**src/rtl/pc_pkg.sv**
```systemverilog
// pc_pkg: shared types and constants for the PC source unit.
//   pc_state_e  : exception-entry FSM state
//   SRC_*       : canonical source indices on the flattened source bus
//   pc_ctl_t    : write-control bundle sampled each cycle in RUN
//   pc_wr_en()  : combined unconditional / branch-conditional write enable
package pc_pkg;

  typedef enum logic [1:0] {
    RUN      = 2'd0,
    EXC_SAVE = 2'd1,
    EXC_JUMP = 2'd2
  } pc_state_e;

  localparam int SRC_REGA   = 0;
  localparam int SRC_ALU    = 1;
  localparam int SRC_JUMP   = 2;
  localparam int SRC_ALUOUT = 3;
  localparam int SRC_EPC    = 4;
  localparam int SRC_EXC    = 5;

  localparam int DEF_INSTR_BYTES = 4;

  typedef struct packed {
    logic pc_write;
    logic pc_write_cond;
    logic cond_met;
  } pc_ctl_t;

  // Both write flavours OR together into a single write.
  function automatic logic pc_wr_en(input pc_ctl_t c);
    return c.pc_write | (c.pc_write_cond & c.cond_met);
  endfunction

endpackage

```
**src/rtl/pc_src_mux.sv**
```systemverilog
// pc_src_mux: combinational NUM_SRC:1 selector over a flattened source bus.
//   src_data : NUM_SRC*WIDTH, source i at [i*WIDTH +: WIDTH]
//   sel      : source select
//   dout     : selected source (zero when sel is out of range)
//   illegal  : sel >= NUM_SRC
module pc_src_mux #(
  parameter int WIDTH   = 32,
  parameter int NUM_SRC = 6,
  parameter int SEL_W   = 3
) (
  input  logic [NUM_SRC*WIDTH-1:0] src_data,
  input  logic [SEL_W-1:0]         sel,
  output logic [WIDTH-1:0]         dout,
  output logic                     illegal
);

  logic [NUM_SRC-1:0][WIDTH-1:0] src;

  for (genvar g = 0; g < NUM_SRC; g++) begin : g_src
    assign src[g] = src_data[g*WIDTH +: WIDTH];
  end

  // Compare-based select so select codes beyond NUM_SRC never index
  // past the array; they fall through to the illegal default.
  always_comb begin
    dout    = '0;
    illegal = 1'b1;
    for (int i = 0; i < NUM_SRC; i++) begin
      if (sel == SEL_W'(i)) begin
        dout    = src[i];
        illegal = 1'b0;
      end
    end
  end

endmodule

```
**src/rtl/pc_next_unit.sv**
```systemverilog
// pc_next_unit: next-PC selection, PC register and exception entry.
//   clk, reset     : clock, synchronous active-high reset
//   src_data       : flattened PC source candidates
//   pc_source      : source select for normal writes
//   pc_write       : unconditional write
//   pc_write_cond  : branch write, qualified by cond_met
//   exc_req        : exception request pulse
//   pc_out/epc_out : current PC / saved exception PC
//   busy           : exception entry in progress
//   sel_err        : sticky illegal-select flag
//   pc_loaded      : pulse, PC was written at the previous edge
// Note: 2**SEL_W must cover NUM_SRC.
module pc_next_unit
  import pc_pkg::*;
#(
  parameter int                 WIDTH       = 32,
  parameter int                 NUM_SRC     = 6,
  parameter int                 SEL_W       = 3,
  parameter logic [WIDTH-1:0]   RESET_PC    = '0,
  parameter int                 EXC_SRC     = SRC_EXC,
  parameter int                 INSTR_BYTES = DEF_INSTR_BYTES
) (
  input  logic                     clk,
  input  logic                     reset,
  input  logic [NUM_SRC*WIDTH-1:0] src_data,
  input  logic [SEL_W-1:0]         pc_source,
  input  logic                     pc_write,
  input  logic                     pc_write_cond,
  input  logic                     cond_met,
  input  logic                     exc_req,
  output logic [WIDTH-1:0]         pc_out,
  output logic [WIDTH-1:0]         epc_out,
  output logic                     busy,
  output logic                     sel_err,
  output logic                     pc_loaded
);

  pc_state_e        state;
  pc_ctl_t          ctl;
  logic [WIDTH-1:0] sel_pc;
  logic             sel_bad;
  logic [WIDTH-1:0] exc_vec;
  logic             wr_en;

  assign ctl     = '{pc_write: pc_write, pc_write_cond: pc_write_cond, cond_met: cond_met};
  assign wr_en   = pc_wr_en(ctl);
  assign exc_vec = src_data[EXC_SRC*WIDTH +: WIDTH];

  pc_src_mux #(
    .WIDTH  (WIDTH),
    .NUM_SRC(NUM_SRC),
    .SEL_W  (SEL_W)
  ) u_mux (
    .src_data(src_data),
    .sel     (pc_source),
    .dout    (sel_pc),
    .illegal (sel_bad)
  );

  always_ff @(posedge clk) begin
    if (reset) begin
      state     <= RUN;
      pc_out    <= RESET_PC;
      epc_out   <= '0;
      busy      <= 1'b0;
      sel_err   <= 1'b0;
      pc_loaded <= 1'b0;
    end else begin
      pc_loaded <= 1'b0;
      case (state)
        RUN: begin
          // Exception outranks any write in the same cycle; the write is lost.
          if (exc_req) begin
            state <= EXC_SAVE;
            busy  <= 1'b1;
          end else if (wr_en) begin
            if (sel_bad) begin
              sel_err <= 1'b1;
            end else begin
              pc_out    <= sel_pc;
              pc_loaded <= 1'b1;
            end
          end
        end
        EXC_SAVE: begin
          // Wraps modulo 2**WIDTH.
          epc_out <= pc_out - WIDTH'(INSTR_BYTES);
          state   <= EXC_JUMP;
        end
        EXC_JUMP: begin
          // Vector is sampled here, not at the request edge.
          pc_out    <= exc_vec;
          pc_loaded <= 1'b1;
          busy      <= 1'b0;
          state     <= RUN;
        end
        default: begin
          state <= RUN;
          busy  <= 1'b0;
        end
      endcase
    end
  end

endmodule

```
**config.mk**
```make
export PLATFORM = sky130hd
export DESIGN_NAME = pc_next_unit
export DESIGN_NICKNAME = d
export VERILOG_FILES = /design/src/rtl/pc_pkg.sv /design/src/rtl/pc_src_mux.sv /design/src/rtl/pc_next_unit.sv
export SDC_FILE = /design/constraint.sdc
export NUM_CORES = 1
export LEC_CHECK = 0
export CORE_AREA = 2 2 105 107
export DETAILED_ROUTE_END_ITERATION = 10
export DIE_AREA = 0 0 107 109
export DONT_BUFFER_PORTS = 1
export PLACE_DENSITY = 0.54
export SYNTH_ARGS = -nofsm -noshare
export SYNTH_HDL_FRONTEND = slang
export SYNTH_SLANG_ARGS = --single-unit
```
**constraint.sdc**
```tcl
create_clock -name clk -period 2.65 [get_ports clk]
set_input_delay 0.53 -clock clk [delete_from_list [all_inputs] [get_ports clk]]
set_output_delay 0.53 -clock clk [all_outputs]
set_load 0.005 [all_outputs]
```
* Word level (Yosys, flattened, before mapping)
Index checks and enable logic that the tools add are counted.
** Cells by class
- Add/sub/neg operators :: 1
- Eq/ne operators :: 11
- Mux-type cells :: 24
- Bitwise operators :: 4
- Reduce and logical (&&, ||, !) cells :: 6
** Operators by type and width (number)
- two-way mux 32 bit :: 9
- case mux 32 bit (2 select lines) :: 1
- subtractor 32 x 3 -> 32 bit, second input constant :: 1
- two-way mux 1 bit :: 10
- inequality test 2 bit, second input constant :: 4
- AND reduction 4 bit :: 2
- == test 3 x 2 -> 1 bit, second input constant :: 2
- == test 3 bit, second input constant :: 2
- case mux 1 bit (2 select lines) :: 2
- case mux 2 bit (2 select lines) :: 1
- == test 3 x 1 -> 1 bit, second input constant :: 1
- zero test 3 bit :: 1
- == test 2 x 1 -> 1 bit, second input constant :: 1
- == test 2 bit, second input constant :: 1
- zero test 2 bit :: 1
- two-way mux 2 bit :: 1
- inverter 1 bit :: 2
- AND reduction 2 bit :: 1
- nonzero test 2 bit :: 1
- AND 1 bit :: 1
- OR 1 bit :: 1
** Word-level totals
- Register bits after elaboration :: 69
- Input bits :: 201
- Output and inout bits :: 67
- Word-level logic and storage cells :: 52

* Depth between registers and ports, before layout
Gate-level depths: netlist of run 1.
- Depth after elaboration :: 11
- Depth in mapped cells :: 7
- Gate-level depth less buffers :: 7

* Hierarchy
Synthesis of run 1 repeated with hierarchy kept, for this count alone.
** Unflattened totals
- Cells, all modules :: 560
- Area, all modules :: 5202.5 sq um
** Modules (own cells, without submodules)
- pc_next_unit :: times used 1, cells an instance 360, area an instance 3265.6 sq um, sequential area each 1381.3 sq um
- pc_src_mux :: times used 1, cells an instance 200, area an instance 1936.9 sq um, sequential area each 0.0 sq um

* Least setup slack after synthesis of run 1
Ideal clock, no wire load.
- Path type :: in2reg
- Start :: in pc_source[0]
- End :: reg pc_out[0]
- Library setup time :: 130 ps
- Data arrival time :: 2290 ps
- Required time :: 2520 ps
- Slack :: 230 ps
- Stages :: 5
- Buffers on the path :: 2
- Cell sequence :: clkbuf_1 -> buf_1 -> mux4_2 -> a221oi_1 -> o31ai_1
** Between the ends
- Longest elaborated chain between the ends :: 11
- Elaborated cells between the ends (all ways) :: 24
- Classes of those cells :: 6 x eq/ne; 16 x mux; 2 x reduce/logical
** RTL lines
- start, declared :: line pc_next_unit.sv:26 : input logic [SEL_W-1:0] pc_source,
- zero test 3 bit :: line pc_src_mux.sv:29 : if (sel == SEL_W'(i)) begin
- two-way mux 32 bit (6 in series) :: line pc_src_mux.sv:29
- two-way mux 32 bit :: line pc_next_unit.sv:77 : if (sel_bad) begin
- two-way mux 32 bit :: line pc_next_unit.sv:76 : end else if (wr_en) begin
- two-way mux 32 bit :: line pc_next_unit.sv:73 : if (exc_req) begin
- case mux 32 bit (2 select lines) :: line pc_next_unit.sv:70 : case (state)
- end signal, assigned :: line pc_next_unit.sv:80 : pc_out <= sel_pc;
- end signal, assigned :: line pc_next_unit.sv:92 : pc_out <= exc_vec;
- end, declared :: line pc_next_unit.sv:31 : output logic [WIDTH-1:0] pc_out,
Several ways; a longest one is shown, not always the timed one. The select of a mux whose other input is x is not followed.
A chain may end at the register's enable or synchronous reset.

* Final worst setup path of run 1
- Start :: reg pc_out[2]
- End :: reg epc_out[18]
** Between the ends
- Longest elaborated chain between the ends :: 1
** RTL lines
- subtractor 32 x 3 -> 32 bit :: line pc_next_unit.sv:87 : epc_out <= pc_out - WIDTH'(INSTR_BYTES);
- end signal, assigned :: line pc_next_unit.sv:87
- end, declared :: line pc_next_unit.sv:32 : output logic [WIDTH-1:0] epc_out,
Every way passes these cells.

==> results of run 1 <==
where the power goes:
group / internal (mW) / leakage, nW / switching [mW]
Combinational: 0.343 / 0.799 / 0.383
Clock: 0.507 / 0.112 / 0.410
Sequential: 1.11 / 0.565 / 0.0986
synthesized netlist by cell type (all sizes together):
master | number | area, um^2
a221oi | 32 | 280
ha | 1 | 12.5
or4 | 4 | 37.5
nand4 | 1 | 6.26
a21o | 1 | 7.51
a211oi | 26 | 195
inv | 4 | 15.0
nor4b | 1 | 8.76
nand2 | 41 | 154
nand2b | 2 | 12.5
o21ai | 2 | 10.0
xor2 | 3 | 26.3
nor2b | 1 | 6.26
a21oi | 8 | 40.0
nor3 | 9 | 55.1
mux4 | 32 | 721
dfxtp | 69 | 1380
or2 | 2 | 12.5
or3b | 1 | 8.76
nor4 | 13 | 124
clkinv | 1 | 3.75
o31ai | 34 | 255
nor3b | 1 | 7.51
nor2 | 76 | 285
buf | 5 | 33.8
nand4b | 1 | 8.76
a311oi | 4 | 35.0
or3 | 5 | 31.3
clkbuf | 34 | 128
xnor2 | 21 | 184
nand3 | 2 | 10.0
cell usage in the layout (no fill, tap or decap), types with 3 or more instances in the layout:
master | synthesis | final
mux4_2 | 32 | 32
nor3_1 | 7 | 6
diode_2 | 0 | 3
nand2_1 | 41 | 41
xnor2_1 | 21 | 21
xor2_1 | 3 | 3
o31ai_1 | 34 | 34
buf_4 | 0 | 14
nor2_1 | 76 | 75
a221oi_1 | 32 | 32
or3_1 | 5 | 5
clkbuf_8 | 0 | 12
clkinv_2 | 0 | 3
inv_1 | 4 | 4
nor4_1 | 9 | 9
a211oi_1 | 26 | 25
nor3_2 | 2 | 3
dfxtp_1 | 69 | 69
a311oi_1 | 4 | 4
a21oi_1 | 8 | 7
per-layer routing:
layer / wire [um] / GRT usage (%) / up-vias
met4: 301 / 9.46 / 2
met1: 5670 / 29.4 / 1676
met5: 13 / 0 / -
met2: 6850 / 37.2 / 198
li1: - / - / 1660
met3: 1270 / 7.23 / 22
registers in the layout, indices dropped and copies added (netlist names):
signal / flops
pc_loaded: 1
sel_err: 1
state: 2
busy: 1
epc_out: 32
pc_out: 32
worst paths after layout:
path,end,cells past startpoint,slack (ps)
worst max-delay path,epc_out[18],7,340
worst min register to register,epc_out[1],2,480
worst min-delay path,epc_out[1],1,250
worst max register to register,epc_out[18],7,340
final cells by class:
cell class	count	area, um^2
timing repair buffer	14	105
fill	1049	6140
sequential	69	1380
tap	140	175
clock inverter	4	45.0
multi-input combinational	324	2560
antenna	3	7.51
inverter	5	18.8
clock buffer	12	165
cell families (layout without fill, tap and decap cells):
group | count (synthesis) | after routing | synth area share, %
flops | 69 | 69 | 33.7
compound gates | 107 | 107 | 20.1
other cells | 0 | 3 | 0
mux | 32 | 32 | 17.6
buf+inv | 44 | 35 | 4.40
fa+ha+maj | 1 | 1 | 0.305
simple gates | 160 | 160 | 18.8
xor+xnor | 24 | 24 | 5.13
==> results.md, run 1 <==
- H-tree depth: 3
- WHS: 247 ps
- Count of cell types in the netlist: 36
- Core box area: 0.0106 mm^2
- Final setup viols: 0
- Final period utilization: 87.3%
- Residual DRC: 0
- Pleak: 1.48 nW
- Cts hold-fix bufs: 0
- Power per standard cell area: 640 mW/mm^2
- Area after DPL: 0.00424 mm^2
- Placed cell count: 552
- Aggregate global routing overflow: 0
- P&R area growth vs syn: 8.92%
- Status: complete, no violations
- CP Class: reg -> reg
- CP cell instances: inv_1 > ha_1 > or3b_2 > nor4_1 > nand3_1 > xor2_1 > a211oi_1
- Initial core utilization: 38.6%
- Pins over their slew limit: 0
- Fin Setup TNS: 0 ps
- Mapped Area: 0.00410 mm^2
- Post-CTS setup repair buffer count: 0
- Count of boundary I/O pins: 268
- Yosys reg bits: 69
- Hold WC Path Type: in -> reg
- All-layer global routing usage: 23.3%
- Number of global-route vias before repair: 3,352
- Worst Hold Launch: reset
- Width of the die: 107 um
- Routed Antenna Nets: 0
- Post-CTS sizing: 0
- Port bufs: 0
- CP arrival: 2570 ps
- Root Buffer: clkbuf_8
- DP HPWL: 11.6 mm
- Slew @ Worst Pin: 652 ps
- Detailed Routing Iterations Pass 1: 4
- Max Fclk: 432 MHz
- Place WS: 354 ps
- RSZ-0062 raised after global routing: false
- Net Count, Synth: 639
- Synth Warn #: 0
- Crit. Startpoint: pc_out[2]
- Wirelength per Cell: 24.7 um
- Buf/Inv on CP: 1
- Critical path required time: 2910 ps
- Final Hold Vio Count: 0
- Setup crit end kind: register
- First-pass GRT wire length: 20.1 mm
- Nets: 625
- Die area: 0.0117 mm^2
- Routed via count: 3,558
- Max Clock Skew: 10.6 ps
- CP Max Fanout: 7
- Largest net degree at the start of global routing: 52
- Tmin final: 2310 ps
- CP max-delay cell: nor4_1
- Synth Instances: 437
- Syn avg cell area: 9.37 um^2
- Max incr delay on CP: 510 ps
- Max rail drop VDD: 0.232 mV
- CP top delay family: simple AND/OR/NAND/NOR gates
- Reg-to-reg critical path startpoint: pc_out[2]
- 1st-iter DRT viols: 281
- Worst slew margin: 56.5%
- Design Area, Final: 0.00446 mm^2
- GP Congestion: 0.877
- Die Height: 109 um
- Num CTS Buffers: 9
- Fin worst setup slack: 336 ps
- CTS tree: done
- Max Root-Sink Buffers: 2
- Total Power Consumption: 2.86 mW
- CP startpoint kind: register
- Sequential element share of the synthesized area: 33.7%
- Row cnt: 38
- Sink Count: 69
- Initial antenna violation count: 3
- Max-Cap Viols: 0
- Post-Route WL: 14.1 mm
- Clock transition at the registers of the reported paths: 80 ps
- Vias per inst: 6.23
- Worst-Skew Late Latency: 350 ps
- Core Util, Final: 42.1%
- Layout cell share with drive strength beyond 1: 18.0%
- Finished Layout Cells: 571
(Power assumes the default switching activity.)
==> run 2: changes to the inputs <==
CORE_AREA = unset   (was 2 2 105 107)
CORE_ASPECT_RATIO = 0.7   (was unset)
CORE_MARGIN = 2   (was unset)
CORE_UTILIZATION = 40   (was unset)
DIE_AREA = unset   (was 0 0 107 109)
PLACE_DENSITY = 0.55   (was 0.54)
==> run 2 against run 1 <==
Non-clock buffer count is 3 higher; count of clock-buffer cells in the layout is 3 lower; register-to-register slack better by 30 ps; via count is 0.14% higher; hold slack better by 27 ps; largest cell class unchanged.
==> results.md, run 2 (synthesis gave the netlist of run 1 again) <==
- Status: complete, no violations
- First-pass GRT wire length: 19.6 mm
- Post-Route WL: 13.8 mm
- Comb pwr share: 23.2%
- Detailed Routing Iterations Pass 1: 5
- Final setup viols: 0
- Commonest non-fill, non-tap cells in the layout: 75 x nor2_1, 69 x dfxtp_1, 41 x nand2_1, 34 x o31ai_1
- Max Clock Skew: 6.61 ps
- GP Congestion: 0.848
- Slew @ Worst Pin: 642 ps
- CP arrival: 2530 ps
- P&R area growth vs syn: 11.1%
- Aggregate global routing overflow: 0
- Area after DPL: 0.00425 mm^2
- Nets: 628
- Final period utilization: 86.0%
- Clk network pwr share: 37.9%
- FF/Latch Area: 0.00138 mm^2
- RSZ-0062 raised after global routing: false
- Max Fclk: 439 MHz
- H-tree depth: 3
- Max rail drop VDD: 0.321 mV
- Hold WC Path Type: in -> reg
- Post-CTS sizing: 0
- # diodes: 0
- Commonest non-fill, non-tap cell in the layout: nor2_1
- Number of global-route vias before repair: 3,273
- Top cell by count, worst path: or4_4
- Setup crit end kind: register
- Pleak: 1.52 nW
- CP startpoint kind: register
- Power per standard cell area: 689 mW/mm^2
- Area of the multi-input gates: 0.00256 mm^2
- Sink Count: 69
- CP cell instances: or4_4 > or4_4 > nor4_1 > xnor2_1 > a211oi_1
- Routed via count: 3,563
- Critical path required time: 2900 ps
- Switching share of power: 30.1%
- Pins over their slew limit: 0
- Max-Cap Viols: 0
- 1st-iter DRT viols: 268
- Tmin final: 2280 ps
- Wirelength per Cell: 24.7 um
- CP max-delay cell: or4_4
- Routed Antenna Nets: 0
- Sequential power share: 38.9%
- Post-CTS setup repair buffer count: 0
- Die Height: 88.7 um
- All-layer global routing usage: 23.3%
- Worst-Skew Late Latency: 330 ps
- Max incr delay on CP: 630 ps
- Worst slew margin: 57.2%
- Residual DRC: 0
- Vias per inst: 6.37
- Fill count: 939
- Root Buffer: clkbuf_16
- CP Class: reg -> reg
- DP HPWL: 11.1 mm
- Width of the die: 125 um
- Initial core utilization: 41.7%
- NetSw: 0.944 mW
- Largest registers: epc_out: 32 flops, pc_out: 32 flops, state: 2 flops
- R2r setup slk: 370 ps
- Fin Setup TNS: 0 ps
- Cts hold-fix bufs: 0
- Count of boundary I/O pins: 268
- Layout cell share with drive strength beyond 1: 18.6%
- WHS: 274 ps
- Max Root-Sink Buffers: 2
- Final Hold Vio Count: 0
- Initial antenna violation count: 0
- Port bufs: 0
- Num CTS Buffers: 9
- Largest net degree at the start of global routing: 39
- Design Area, Final: 0.00455 mm^2
- CP Max Fanout: 15
- Row cnt: 30
- Power Internal: 2.19 mW
- Die area: 0.0111 mm^2
- Core box area: 0.00983 mm^2
- CTS tree: done
- Clock transition at the registers of the reported paths: 60 ps
-- run 2: changes by cell type in the layout (fill, tap and decap cells not counted), sizes merged --
cell	previous run	this run
buf	14	17
clkbuf	12	9
clkinv	4	5
clkinvlp	0	2
diode	3	0
-- run 2: final cells by class --
cell class / count / area share (%)
timing repair buffer: 17 / 2.80
clock inverter: 7 / 1.68
tap: 128 / 3.52
inverter: 5 / 0.412
multi-input combinational: 324 / 56.3
clock buffer: 9 / 4.95
sequential: 69 / 30.3
-- run 2: critical path: cells and delay by family (launching register included) --
family / cells / cell delay, ps
and+or+nand+nor: 3 / 1580
xor gates and xnor gates: 1 / 100
AOI/OAI and AO/OA: 1 / 220
DFF: 1 / 310
-- run 2: per-layer routing --
| metal | wire length (um) | global-route usage [%] | vias to the layer above | share of wire, % |
|---|---|---|---|---|
| li1 | - | - | 1663 | - |
| met1 | 6260 | 33.6 | 1716 | 45 |
| met2 | 6240 | 35.1 | 174 | 45 |
| met3 | 1200 | 6.65 | 10 | 8.7 |
| met4 | 132 | 5.05 | 0 | 0.95 |
| met5 | 0 | 0 | - | 0 |
-- run 2: power by group through the flow --
stage / combinational [mW] / clock (mW) / sequential, mW
2_1_floorplan: 0.630 / 0 / 1.21
3_3_place_gp: 0.725 / 0 / 1.24
3_5_place_dp: 0.732 / 0 / 1.24
4_1_cts: 0.732 / 1.21 / 1.22
5_1_grt: 0.802 / 1.25 / 1.23
6_report: 0.728 / 1.19 / 1.22
-- run 2: through the flow --
stage | utilization, % | power (mW) | worst slack [ps] | instances
6_report | 46.3 | 3.14 | 370 | 559
5_1_grt | 46.3 | 3.28 | 233 | 559
4_1_cts | 46.3 | 3.16 | 359 | 559
3_5_place_dp | 43.2 | 1.98 | 365 | 543
3_3_place_gp | 43.2 | 1.97 | 403 | 543
2_1_floorplan | - | 1.84 | 230 | 437
-- run 2: worst paths after layout --
kind | endpoint | from | cells past startpoint
worst max register to register | epc_out[28] | pc_out[9] | 5
worst min register to register | epc_out[1] | epc_out[1] | 2
worst max-delay path | epc_out[28] | pc_out[9] | 5
worst min-delay path | epc_out[5] | reset | 1
==> run 3: changes to the inputs <==
CTS_BUF_LIST = sky130_fd_sc_hd__clkbuf_8   (was unset)
REMOVE_ABC_BUFFERS = 1   (was unset)
==> run 3 against run 2 <==
Cell count down 0.18%; combinational power up 1%; register-to-register slack worse by 40 ps; fmax down 1.6%; non-clock buffer count down 3; count of clock-buffer cells in the layout unchanged; clock skew up 2.1 ps; flip-flop and latch count unchanged.
==> results.md, run 3 (synthesis gave the netlist of run 1 again) <==
- Vias per inst: 6.35
- Max Root-Sink Buffers: 2
- Sequential power share: 43.4%
- Worst slew margin: 53.1%
- Num CTS Buffers: 9
- Port bufs: 0
- Area after DPL: 0.00425 mm^2
- Core Util, Final: 45.2%
- CTS tree: done
- Post-Route WL: 13.9 mm
- Number of global-route vias before repair: 3,507
- Comb pwr share: 26.4%
- Status: complete, no violations
- Fill count: 1,002
- Clk network pwr share: 30.2%
- GP Congestion: 0.784
- Root Buffer: clkbuf_8
- Row cnt: 30
- CP Max Fanout: 15
- Post-CTS setup repair buffer count: 0
- Pleak: 1.47 nW
- RSZ-0062 raised after global routing: false
- Aggregate global routing overflow: 0
- Critical path required time: 2910 ps
- Width of the die: 125 um
- NetSw: 0.895 mW
- Largest registers: epc_out: 32 flops, pc_out: 32 flops, state: 2 flops
- Max rail drop VDD: 0.223 mV
- Slew @ Worst Pin: 703 ps
- Cts hold-fix bufs: 0
- Worst-Skew Late Latency: 350 ps
- Core box area: 0.00983 mm^2
- Max Clock Skew: 8.66 ps
- CP Class: reg -> reg
- Die Height: 88.7 um
- Power per standard cell area: 628 mW/mm^2
- Final Hold Vio Count: 0
- Final setup viols: 0
- Switching share of power: 32.0%
- Setup crit end kind: register
- DP HPWL: 10.7 mm
- Nets: 625
- Final period utilization: 87.4%
- Post-CTS sizing: 0
- Max-Cap Viols: 0
- Routed Antenna Nets: 0
- Wirelength per Cell: 25.0 um
- CP arrival: 2580 ps
- Count of boundary I/O pins: 268
- H-tree depth: 3
- Largest net degree at the start of global routing: 59
- Hold WC Path Type: in -> reg
- Detailed Routing Iterations Pass 1: 4
- Initial core utilization: 41.7%
- Routed via count: 3,543
- Design Area, Final: 0.00444 mm^2
- Sink Count: 69
- Power Internal: 1.90 mW
- First-pass GRT wire length: 20.6 mm
- Tmin final: 2320 ps
- Max Fclk: 432 MHz
- Initial antenna violation count: 3
- Commonest non-fill, non-tap cell in the layout: nor2_1
- Residual DRC: 0
- Commonest non-fill, non-tap cells in the layout: 75 x nor2_1, 69 x dfxtp_1, 41 x nand2_1, 34 x o31ai_1
- CP startpoint kind: register
- Fin Setup TNS: 0 ps
- Clock transition at the registers of the reported paths: 80 ps
- Pins over their slew limit: 0
- All-layer global routing usage: 24.4%
- Die area: 0.0111 mm^2
- 1st-iter DRT viols: 297
- Layout cell share with drive strength beyond 1: 18.0%
- P&R area growth vs syn: 8.49%
## run 3: final timing paths
| kind | startpoint | to | slack, ps | depth (start not counted) |
|---|---|---|---|---|
| max | pc_out[9] | epc_out[28] | 330 | 5 |
| min | reset | epc_out[26] | 250 | 1 |
| max reg2reg | pc_out[9] | epc_out[28] | 330 | 5 |
| min reg2reg | epc_out[1] | epc_out[1] | 480 | 2 |
## run 3: cell type report
type	count	area [um^2]	share of cell area (%)
multi-input cells	324	2570	57.9
flip-flops and latches	69	1380	31.1
well taps	128	160	3.60
clock buffers	9	124	2.79
repair buffers	14	118	2.65
clock inverters	7	66.3	1.49
inverters	5	18.8	0.422
diodes	2	5.00	0.113
## run 3: per-stage QoR
step	std cells	hold slack (ps)	setup WS, ps	power, mW
after floorplan	398	447	-734	1.78
after global placement	540	467	390	1.97
after detailed placement	540	470	323	1.98
after CTS	556	222	306	2.84
after global routing	557	229	117	2.95
final	558	255	334	2.79
## run 3: power groups by stage
stage               logic (mW)  registers, mW  clock network [mW]
floorplan                0.572           1.21                   0
global placement         0.734           1.23                   0
detailed placement       0.744           1.24                   0
CTS                      0.745           1.21               0.879
global route             0.821           1.22               0.910
finish                   0.738           1.21               0.844
## run 3: worst max-delay path, cell delays in order (launching register included)
cell and delay [ps]:
dfxtp_1 310, or4_4 570, or4_4 640, nor4_1 360
xnor2_1 100, a211oi_1 240
## run 3: routing by layer
metal	track usage, %	wire length (um)	vias up
met4	7.27	214	2
met5	0	13	-
met1	33.1	5940	1700
met3	8.40	1380	23
li1	-	-	1653
met2	37.5	6400	165
